## src/rtl/multi_tone_gen_if.sv

```systemverilog
// multi_tone_gen_if: control and output bundle for the multi-channel tone core.
// The phase_sync strobe exists only when MULTI_TONE_GEN_PHASE_SYNC_EN is defined.
interface multi_tone_gen_if #(
    parameter int NUM_CH  = 4,
    parameter int SCALE_W = 6,
    parameter int OUT_W   = 8
);
    localparam int CW = (NUM_CH > 1) ? $clog2(NUM_CH) : 1;
    localparam int MW = OUT_W + $clog2(NUM_CH);

    logic              plus;
    logic              minus;
    logic [CW-1:0]     ch_sel;
    logic [1:0]        mode_in;
    logic              mode_we;
    logic [NUM_CH-1:0] enable;
`ifdef MULTI_TONE_GEN_PHASE_SYNC_EN
    logic              phase_sync;
`endif
    logic [SCALE_W-1:0] cur_scale;
    logic [MW-1:0]      mix;
    logic               pulse;

`ifdef MULTI_TONE_GEN_PHASE_SYNC_EN
    modport master (output plus, minus, ch_sel, mode_in, mode_we, enable, phase_sync,
                    input  cur_scale, mix, pulse);
    modport slave  (input  plus, minus, ch_sel, mode_in, mode_we, enable, phase_sync,
                    output cur_scale, mix, pulse);
`else
    modport master (output plus, minus, ch_sel, mode_in, mode_we, enable,
                    input  cur_scale, mix, pulse);
    modport slave  (input  plus, minus, ch_sel, mode_in, mode_we, enable,
                    output cur_scale, mix, pulse);
`endif
endinterface

```

## src/rtl/multi_tone_gen.sv

```systemverilog
// multi_tone_gen: NUM_CH phase-accumulator tone channels, each with a saturating
// frequency scale and a selectable waveform, summed into a registered mix and a
// PWM pulse. Define MULTI_TONE_GEN_PHASE_SYNC_EN to add the phase_sync strobe
// that clears every accumulator at once.
module multi_tone_gen #(
    parameter int NUM_CH    = 4,
    parameter int SCALE_W   = 6,
    parameter int SCALE_RST = 8,
    parameter int ACC_W     = 24,
    parameter int INC_STEP  = 16,
    parameter int OUT_W     = 8
) (
    input  logic            sysclk,
    input  logic            reset,
    multi_tone_gen_if.slave bus
);
    localparam int CW = (NUM_CH > 1) ? $clog2(NUM_CH) : 1;
    localparam int MW = OUT_W + $clog2(NUM_CH);
    localparam logic [SCALE_W-1:0] SCALE_MAX  = '1;
    localparam logic [OUT_W-1:0]   SAMPLE_MAX = '1;

    logic [SCALE_W-1:0] scale_q  [NUM_CH];
    logic [SCALE_W-1:0] scale_d  [NUM_CH];
    logic [1:0]         mode_q   [NUM_CH];
    logic [1:0]         mode_d   [NUM_CH];
    logic [ACC_W-1:0]   acc_q    [NUM_CH];
    logic [ACC_W-1:0]   acc_d    [NUM_CH];
    logic [ACC_W-1:0]   inc      [NUM_CH];
    logic [OUT_W-1:0]   sample_q [NUM_CH];
    logic [OUT_W-1:0]   sample_d [NUM_CH];
    logic [MW-1:0]      mix_q;
    logic [MW-1:0]      mix_d;
    logic [MW-1:0]      cnt_q;
    logic               pulse_q;
    logic [SCALE_W-1:0] curScale;
    logic               phaseClr;

`ifdef MULTI_TONE_GEN_PHASE_SYNC_EN
    assign phaseClr = bus.phase_sync;
`else
    assign phaseClr = 1'b0;
`endif

    // Apply plus/minus/mode writes to the addressed channel only; an out-of-range
    // ch_sel matches no channel, so its strobes fall away.
    always_comb begin
        for (int i = 0; i < NUM_CH; i++) begin
            scale_d[i] = scale_q[i];
            mode_d[i]  = mode_q[i];
            if (bus.ch_sel == CW'(i)) begin
                if (bus.plus && !bus.minus && (scale_q[i] != SCALE_MAX)) begin
                    scale_d[i] = scale_q[i] + SCALE_W'(1);
                end else if (bus.minus && !bus.plus && (scale_q[i] != '0)) begin
                    scale_d[i] = scale_q[i] - SCALE_W'(1);
                end
                if (bus.mode_we) begin
                    mode_d[i] = bus.mode_in;
                end
            end
        end
    end

    // Readback of the selected channel's scale, zero when nothing is addressed.
    always_comb begin
        curScale = '0;
        for (int i = 0; i < NUM_CH; i++) begin
            if (bus.ch_sel == CW'(i)) begin
                curScale = scale_q[i];
            end
        end
    end

    // Phase step per channel follows the registered scale, so a new scale takes
    // effect one cycle after its strobe.
    always_comb begin
        for (int i = 0; i < NUM_CH; i++) begin
            inc[i] = (ACC_W'(scale_q[i]) + ACC_W'(1)) * ACC_W'(INC_STEP);
        end
    end

    // Next accumulator phase and waveform sample; a disabled channel keeps its
    // phase but contributes silence.
    always_comb begin
        logic [OUT_W-1:0] triBits;
        triBits = '0;
        for (int i = 0; i < NUM_CH; i++) begin
            if (phaseClr) begin
                acc_d[i] = '0;
            end else if (bus.enable[i]) begin
                acc_d[i] = acc_q[i] + inc[i];
            end else begin
                acc_d[i] = acc_q[i];
            end

            triBits = acc_q[i][ACC_W-2 -: OUT_W];
            case (mode_q[i])
                2'd0:    sample_d[i] = acc_q[i][ACC_W-1] ? SAMPLE_MAX : '0;
                2'd1:    sample_d[i] = acc_q[i][ACC_W-1 -: OUT_W];
                2'd2:    sample_d[i] = acc_q[i][ACC_W-1] ? ~triBits : triBits;
                default: sample_d[i] = (acc_q[i][ACC_W-1 -: 2] == 2'b00) ? SAMPLE_MAX : '0;
            endcase
            if (!bus.enable[i]) begin
                sample_d[i] = '0;
            end
        end
    end

    // Sum of channel samples; MW is wide enough that it cannot overflow.
    always_comb begin
        mix_d = '0;
        for (int i = 0; i < NUM_CH; i++) begin
            mix_d = mix_d + MW'(sample_q[i]);
        end
    end

    // Channel state registers; reset restores defaults ahead of any strobe.
    always_ff @(posedge sysclk) begin
        if (reset) begin
            for (int i = 0; i < NUM_CH; i++) begin
                scale_q[i]  <= SCALE_W'(SCALE_RST);
                mode_q[i]   <= '0;
                acc_q[i]    <= '0;
                sample_q[i] <= '0;
            end
        end else begin
            for (int i = 0; i < NUM_CH; i++) begin
                scale_q[i]  <= scale_d[i];
                mode_q[i]   <= mode_d[i];
                acc_q[i]    <= acc_d[i];
                sample_q[i] <= sample_d[i];
            end
        end
    end

    // Mix register and free-running PWM comparing the counter against the mix.
    always_ff @(posedge sysclk) begin
        if (reset) begin
            mix_q   <= '0;
            cnt_q   <= '0;
            pulse_q <= 1'b0;
        end else begin
            mix_q   <= mix_d;
            cnt_q   <= cnt_q + MW'(1);
            pulse_q <= (cnt_q < mix_q);
        end
    end

    assign bus.cur_scale = curScale;
    assign bus.mix       = mix_q;
    assign bus.pulse     = pulse_q;

endmodule

```

## src/flat_wrapper.sv

```systemverilog
// flat-port wrapper written by rule: the top's interface ports become plain ports
module multi_tone_gen_flat 
#(
    parameter int NUM_CH    = 4,
    parameter int SCALE_W   = 6,
    parameter int SCALE_RST = 8,
    parameter int ACC_W     = 24,
    parameter int INC_STEP  = 16,
    parameter int OUT_W     = 8
)
  (sysclk, reset, bus_plus, bus_minus, bus_ch_sel, bus_mode_in, bus_mode_we, bus_enable, bus_cur_scale, bus_mix, bus_pulse);
  multi_tone_gen_if #(.NUM_CH(NUM_CH), .SCALE_W(SCALE_W), .OUT_W(OUT_W)) bus_i ();
  input  logic sysclk;
  input  logic reset;
  input wire logic [$bits(bus_i.plus)-1:0] bus_plus;
  input wire logic [$bits(bus_i.minus)-1:0] bus_minus;
  input wire logic [$bits(bus_i.ch_sel)-1:0] bus_ch_sel;
  input wire logic [$bits(bus_i.mode_in)-1:0] bus_mode_in;
  input wire logic [$bits(bus_i.mode_we)-1:0] bus_mode_we;
  input wire logic [$bits(bus_i.enable)-1:0] bus_enable;
  output wire logic [$bits(bus_i.cur_scale)-1:0] bus_cur_scale;
  output wire logic [$bits(bus_i.mix)-1:0] bus_mix;
  output wire logic [$bits(bus_i.pulse)-1:0] bus_pulse;
  assign bus_i.plus = bus_plus;
  assign bus_i.minus = bus_minus;
  assign bus_i.ch_sel = bus_ch_sel;
  assign bus_i.mode_in = bus_mode_in;
  assign bus_i.mode_we = bus_mode_we;
  assign bus_i.enable = bus_enable;
  assign bus_cur_scale = bus_i.cur_scale;
  assign bus_mix = bus_i.mix;
  assign bus_pulse = bus_i.pulse;
  multi_tone_gen #(.NUM_CH(NUM_CH), .SCALE_W(SCALE_W), .SCALE_RST(SCALE_RST), .ACC_W(ACC_W), .INC_STEP(INC_STEP), .OUT_W(OUT_W)) u_core (.sysclk(sysclk), .reset(reset), .bus(bus_i));
endmodule
```

## config.mk

```make
export PLATFORM = sky130hd
export DESIGN_NAME = multi_tone_gen_flat
export DESIGN_NICKNAME = d
export VERILOG_FILES = /design/src/rtl/multi_tone_gen_if.sv /design/src/rtl/multi_tone_gen.sv /design/src/flat_wrapper.sv
export SDC_FILE = /design/constraint.sdc
export NUM_CORES = 1
export LEC_CHECK = 0
export ABC_AREA = 1
export CAP_MARGIN = 20
export CORE_ASPECT_RATIO = 0.75
export CORE_MARGIN = 5
export CORE_UTILIZATION = 50
export CTS_BUF_LIST = sky130_fd_sc_hd__clkbuf_4 sky130_fd_sc_hd__clkbuf_8
export DETAILED_ROUTE_END_ITERATION = 7
export GPL_TIMING_DRIVEN = 0
export PLACE_DENSITY_LB_ADDON = 0.12
export SETUP_SLACK_MARGIN = 0.05
export SLEW_MARGIN = 25
export SYNTH_ARGS = -nofsm -noshare
export SYNTH_HDL_FRONTEND = slang
export SYNTH_SLANG_ARGS = --single-unit
```

## constraint.sdc

```tcl
create_clock -name sysclk -period 3.1 [get_ports sysclk]
set_input_delay 0.62 -clock sysclk [delete_from_list [all_inputs] [get_ports sysclk]]
set_output_delay 0.62 -clock sysclk [all_outputs]
set_load 0.1 [all_outputs]
```

# == After elaboration in Yosys (flattened, before gate mapping) ==
# Memory sizes are Yosys's and may differ from the RTL's.
# Cells that the tools add are included.
# totals
reg_bits,21
ram_bits,160
input_bits,13
output_inout_bits,17
mem_count,4
# classes
n_addsub,20
n_lt_le_gt_ge,1
eq_ne,15
mux,67
bitwise_logic,20
reduce_logical,25
# mem_list
memory,depth,width,read_ports,rd_clocked_by_memory_dff,wr,line,rtl
u_core.acc_q,4,24,4,0,4,multi_tone_gen.sv:26,logic [ACC_W-1:0] acc_q [NUM_CH];
u_core.sample_q,4,8,4,0,4,multi_tone_gen.sv:29,logic [OUT_W-1:0] sample_q [NUM_CH];
u_core.scale_q,4,6,4,0,4,multi_tone_gen.sv:22,logic [SCALE_W-1:0] scale_q [NUM_CH];
u_core.mode_q,4,2,4,0,4,multi_tone_gen.sv:24,logic [1:0] mode_q [NUM_CH];
# ops
cell,n
24-bit 2-to-1 mux,8
8-bit 2-to-1 mux,20
6-bit 2-to-1 mux,20
24-bit adder,4
8-bit one-hot mux with 3 select lines,4
8-bit NOT,4
"6-bit by 1-bit adder with 7-bit output, second input constant",4
"6-bit by 1-bit adder with 6-bit output, second input constant",4
2-bit 2-to-1 mux,12
"6-bit != test, second input constant",4
6-bit nonzero test,4
"6-bit by 1-bit subtractor with 6-bit output, second input constant",4
10-bit by 8-bit adder with 10-bit output,2
2-bit zero test,9
1-bit bitwise OR,16
"2-bit == test, second input constant",6
"10-bit by 1-bit adder with 10-bit output, second input constant",1
"2-bit by 1-bit == test with 1-bit output, second input constant",5
1-bit logical AND,10
10-bit less-than comparator,1
8-bit by 8-bit adder with 9-bit output,1
1-bit 2-to-1 mux,3
1-bit zero test,2

# == Logic depth before layout (Yosys ltp) ==
# Gate-level depths: netlist (run 1).
# depth
ltp_word,7
mapped_depth,17

# == Worst setup path before layout (run 1) ==
# No wires, ideal clock.
# synth_path
path_kind,input to output
start,input bus_ch_sel[1]
end,output bus_cur_scale[0]
arrival_time_ns,2.853
required_time_ns,2.480
slack_ns,-0.373
stages,2
path_cell_list,nand2_1 o21ai_0
# synth_between
elab_chain_cells,5
word_cells_on_any_way,8
# synth_lines
item,line,rtl
from (decl),flat_wrapper.sv:17,input wire logic [$bits(bus_i.ch_sel)-1:0] bus_ch_sel;
2-bit zero test,multi_tone_gen.sv:67,if (bus.ch_sel == CW'(i)) begin
6-bit 2-to-1 mux (3 in series),multi_tone_gen.sv:67,
6-bit 2-to-1 mux *,multi_tone_gen.sv:67,
to (decl),flat_wrapper.sv:21,output wire logic [$bits(bus_i.cur_scale)-1:0] bus_cur_scale;
# Mark *: on every way between the ends. The rest lies on a longest branch, timed or not.

==> results, run 1 <==
- The number of failing hold endpoints at the final stage is 0.
- Port buffering added 26 buffers.
- The starting utilization of the core area is 0.5043.
- The number of global-route vias before repair is between 9000 and 10000.
- The final clock skew is ~0.019 ns.
- In this run the register-to-register setup slack is about 0.073 ns.
- STA classifies the critical path startpoint as a register.
- Clock latency on the worst-skew pair, taken at its later pin, is 0.47 ns.
- The area of the core region is approximately 22000 um2.
- Counting I/O delays and the setup requirement, the final critical path takes 3.027 ns.
- The initial antenna violation count came to 0.
- The flow ran to the end, and the final reports show no timing, DRC or antenna violations.
- The count of different cell masters after synthesis is 46.
- After detailed routing, the average wire length per cell comes to 14.37 um.
- Along the worst path, the maximum fanout reaches 3.
- Dividing the detail-routed via count by the number of cells gives 5.180.
- By startpoint and endpoint, the worst setup path is classified as reg2reg.
- Across all layers, the routed design uses around 10000 vias.
- The final clock period utilization by the worst path is 0.9763.
- The remaining max-slew budget at the tightest pin is 0.2793.
- The internal power of the cells totals between 3 and 4 mW.
- The critical path goes through ha_4 > inv_2 > fa_2 > o21ai_2 > nand2_1 > nand2_1 > a21oi_2 > xor2_1 > fa_1 > inv_2 > ha_4 > nand2_2 > inv_2 > nand4_1 > nand2_2 > nand2_1 > nor3b_2.
- Setup repair after global routing could not meet its margin everywhere.
- Prior to clock tree synthesis, the placed netlist has a worst setup slack of -0.6437 ns.
- The die extent in y is 138.6 um.
- The number of clock buffers added by TritonCTS is 17.
- The power per unit of standard cell area is a little under 400 nW/um2.
- The H-tree level count is 4.
- The cell area that synthesis handed to floorplanning was about 11000 um2.
- The final worst setup slack is roughly 0.073 ns.
- Of the synthesized area, sequential elements account for 0.2994.
- The most common cell after layout, fill and taps aside is nand2_1.
- The total setup violations reported at the end of the flow is 0.
- The congestion estimate from routability-driven global placement came to about 0.86.
- The maximum frequency from static timing analysis is around 330 MHz.
- The cell type contributing the most total cell area after synthesis is dfxtp_1.
- The startpoint of the worst-slack reg-to-reg timing path is u_core.sample_q[0][0].
- The number of sinks handled by clock tree synthesis is around 170.
- The CTS tree is yes.
- In the final layout, flip-flops and latches occupy between 3000 and 4000 um2.
- The final routed wirelength across all metal layers is 28.07 mm.
- The first detailed-routing pass took 6 iterations.
- The register bit count reported by yosys is 165.
- The tool flagged a number of max-cap violations equal to 0.
- The final layout net count is 1759.
- The clock-pin slew on the worst setup and hold paths is 0.09 ns.
- Of the total power, the clock network draws 0.376.
- The worst hold path startpoint is u_core.acc_q[0][13].
- The maximum single-stage delay on the critical path is about 0.54 ns.
- In the synthesized netlist, the number of instances is between 1500 and 2000.
- Of the cells placed in the final design, the portion with a size suffix greater than 1 is 0.06932.
- The overall global routing resource usage is 0.2220.
- The global route total overflow is 0.
- The element type at the critical path end is a register.
- For the pin with the worst max-slew slack, the measured transition is 1.081 ns.
- The classification of the worst-slack hold path is reg2reg.
- The worst ir drop on vdd is ~0.00027 V.
- The clock root buffer is clkbuf_8.
- The analysis attributes to cell leakage a power of between 5 and 6 nW.
- The utilization after layout is 0.5567.
- The standard cell with the maximum stage delay on the critical path is fa_1.
- Data on the critical path arrives at its endpoint at roughly 3.3 ns.
- The detailed placement HPWL is between 20 and 25 mm.
- The largest net degree at the start of global routing is 17.
- The number of DRC markers in iteration 0 is around 800.
- The multi-input gate area in the final layout is 6655 um2.
- Leaving out fill and tap cells, the most frequent cells in the layout are nand2_1 (353), inv_1 (244), nor2_1 (173), dfxtp_1 (163), nand3_1 (112).
- The area fraction of the dominant cell type after synthesis is 0.2994.
- The count of nets left with antenna violations once routing finished came out at 0.
- The share of total power dissipated in sequential elements is 0.468.
- The standard-cell row count is between 40 and 50.
- The average size of a mapped cell is 6.900 um2.
- The combinational share of power is 0.156.
- For this run, design rule violations remaining after detail routing come to 0.
- The count of antenna diodes in the layout is 0.
- The start point of the critical path is u_core.sample_q[0][0].
- The die covers approximately 25000 um2.
- Counting the fill cells in the layout gives roughly 2200.
- The total count of max-transition violations in the final report is 0.
- The first global-routing pass estimated ~46 mm of wire.
- The net switching power of the design is 1.469 mW.
- During I/O placement, the number of pins put on the boundary was 30.
- The horizontal extent of the die is between 150 and 200 um.
- The maximum count of clock buffers along a single path is 2.
- At the worst endpoint, the required time is 3.42 ns.
- The count of yosys warnings during synthesis is 0.
- The area growth from synthesis to layout is 10.38%.
- The number of nets produced by synthesis is around 1700.
- Ranked by total cell area, the synthesized netlist is headed by dfxtp_1 (30%), nand2_1 (12%), ha_1 (9.3%).
- The share of total power consumed by net switching is 0.3052.
[per-layer routing]
layer  GRT usage  part of all wire  routed length (um)
met1      0.3282              0.51               14270
met2      0.3388              0.43               12000
met3     0.04746             0.056                1560
met4     0.03829            0.0087                 244
met5           0                 0                   0
[sequential cells by signal, indices dropped and copies added, names as in the netlist]
signal and flops:
u_core.bus.pulse 1, u_core.mode_q 8, u_core.acc_q 80, u_core.scale_q 24
u_core.sample_q 32, u_core.bus.mix 10, u_core.cnt_q 10
[final cells by class]
| cell class | count | share of cell area |
|---|---|---|
| inverter | 254 | 0.07829 |
| sequential | 165 | 0.2714 |
| timing repair buffer | 28 | 0.02065 |
| clock buffer | 17 | 0.01921 |
| tap | 294 | 0.03021 |
| multi-input combinational | 1144 | 0.5465 |
| clock inverter | 15 | 0.01808 |
| buffer | 36 | 0.01562 |
[worst max-delay path: cells and delay by family (launching register included)]
family	cells	cell delay, ns
flops	1	0.38
buf+inv	3	0.14
compound gates	2	0.23
fa+ha+maj	4	1.32
xor+xnor	1	0.18
simple gates	7	0.62
[kinds of logic after synthesis]
group                      after synthesis  share of synthesized area
buffers and inverters                  290                     0.1037
xor gates and xnor gates                76                    0.06033
adders and majority gates              100                     0.1257
and+or+nand+nor                        724                     0.2782
DFF                                    165                     0.2994
AOI/OAI and AO/OA                      244                     0.1328
[stage by stage]
step | power, mW | instance area (um2) | hold slack (ns) | cells | TNS [ns]
final | 4.813 | 12180 | 0.4570 | 1953 | 0
after CTS | 4.841 | 12110 | 0.4513 | 1952 | 0
after global routing | 5.042 | 12180 | 0.4815 | 1953 | -0.07730
after global placement | 3.037 | 11660 | 0.4356 | 1919 | -3.778
after floorplan | 2.851 | 11030 | 0.4253 | 1599 | -1.120
after detailed placement | 3.048 | 11660 | 0.4401 | 1919 | -4.165
[final timing paths]
kind | cells past startpoint | to
min | 2 | u_core.acc_q[0][13]
max | 17 | u_core.bus.mix[8]
max reg2reg | 17 | u_core.bus.mix[8]
min reg2reg | 2 | u_core.acc_q[0][13]
[synth_stat cells (all sizes together)]
cell / count
xnor2: 34
o21ai: 70
and2b: 1
dfxtp: 165
a21boi: 4
and2: 2
nor2: 177
or2: 2
inv: 254
ha: 82
o211ai: 6
nand3b: 1
o2111ai: 31
clkbuf: 12
buf: 24
o221ai: 2
nor3: 29
nand3: 117
xor2: 42
nand4: 29
o21a: 2
nor4: 1
o21bai: 8
a21o: 6
a21oi: 103
nor3b: 3
nand2: 362
a31oi: 7
a311oi: 2
o22ai: 3
fa: 18
[repair_timing]
| action | CTS | global route |
|---|---|---|
| endpoints found under the setup margin | 10 | 9 |
| pin swaps | 1 | 9 |
| gates resized for setup | 35 | 21 |
| buffers inserted | 1 | 1 |
| hold buffers | 0 | 0 |
[power by group through the flow]
stage	sequential, mW	combinational, mW	clock (mW)
after floorplan	2.30	0.555	0
after global placement	2.30	0.739	0
after detailed placement	2.30	0.748	0
after CTS	2.25	0.750	1.84
after global routing	2.26	0.853	1.93
final	2.25	0.753	1.81
Power figures use the tool's default switching activity.
==> run 2, diff against run 1 <==
- GPL_ROUTABILITY_DRIVEN: unset -> 1
==> results of run 2 <==
No change in the layout: final DEF, timing and power equal those of run 1.
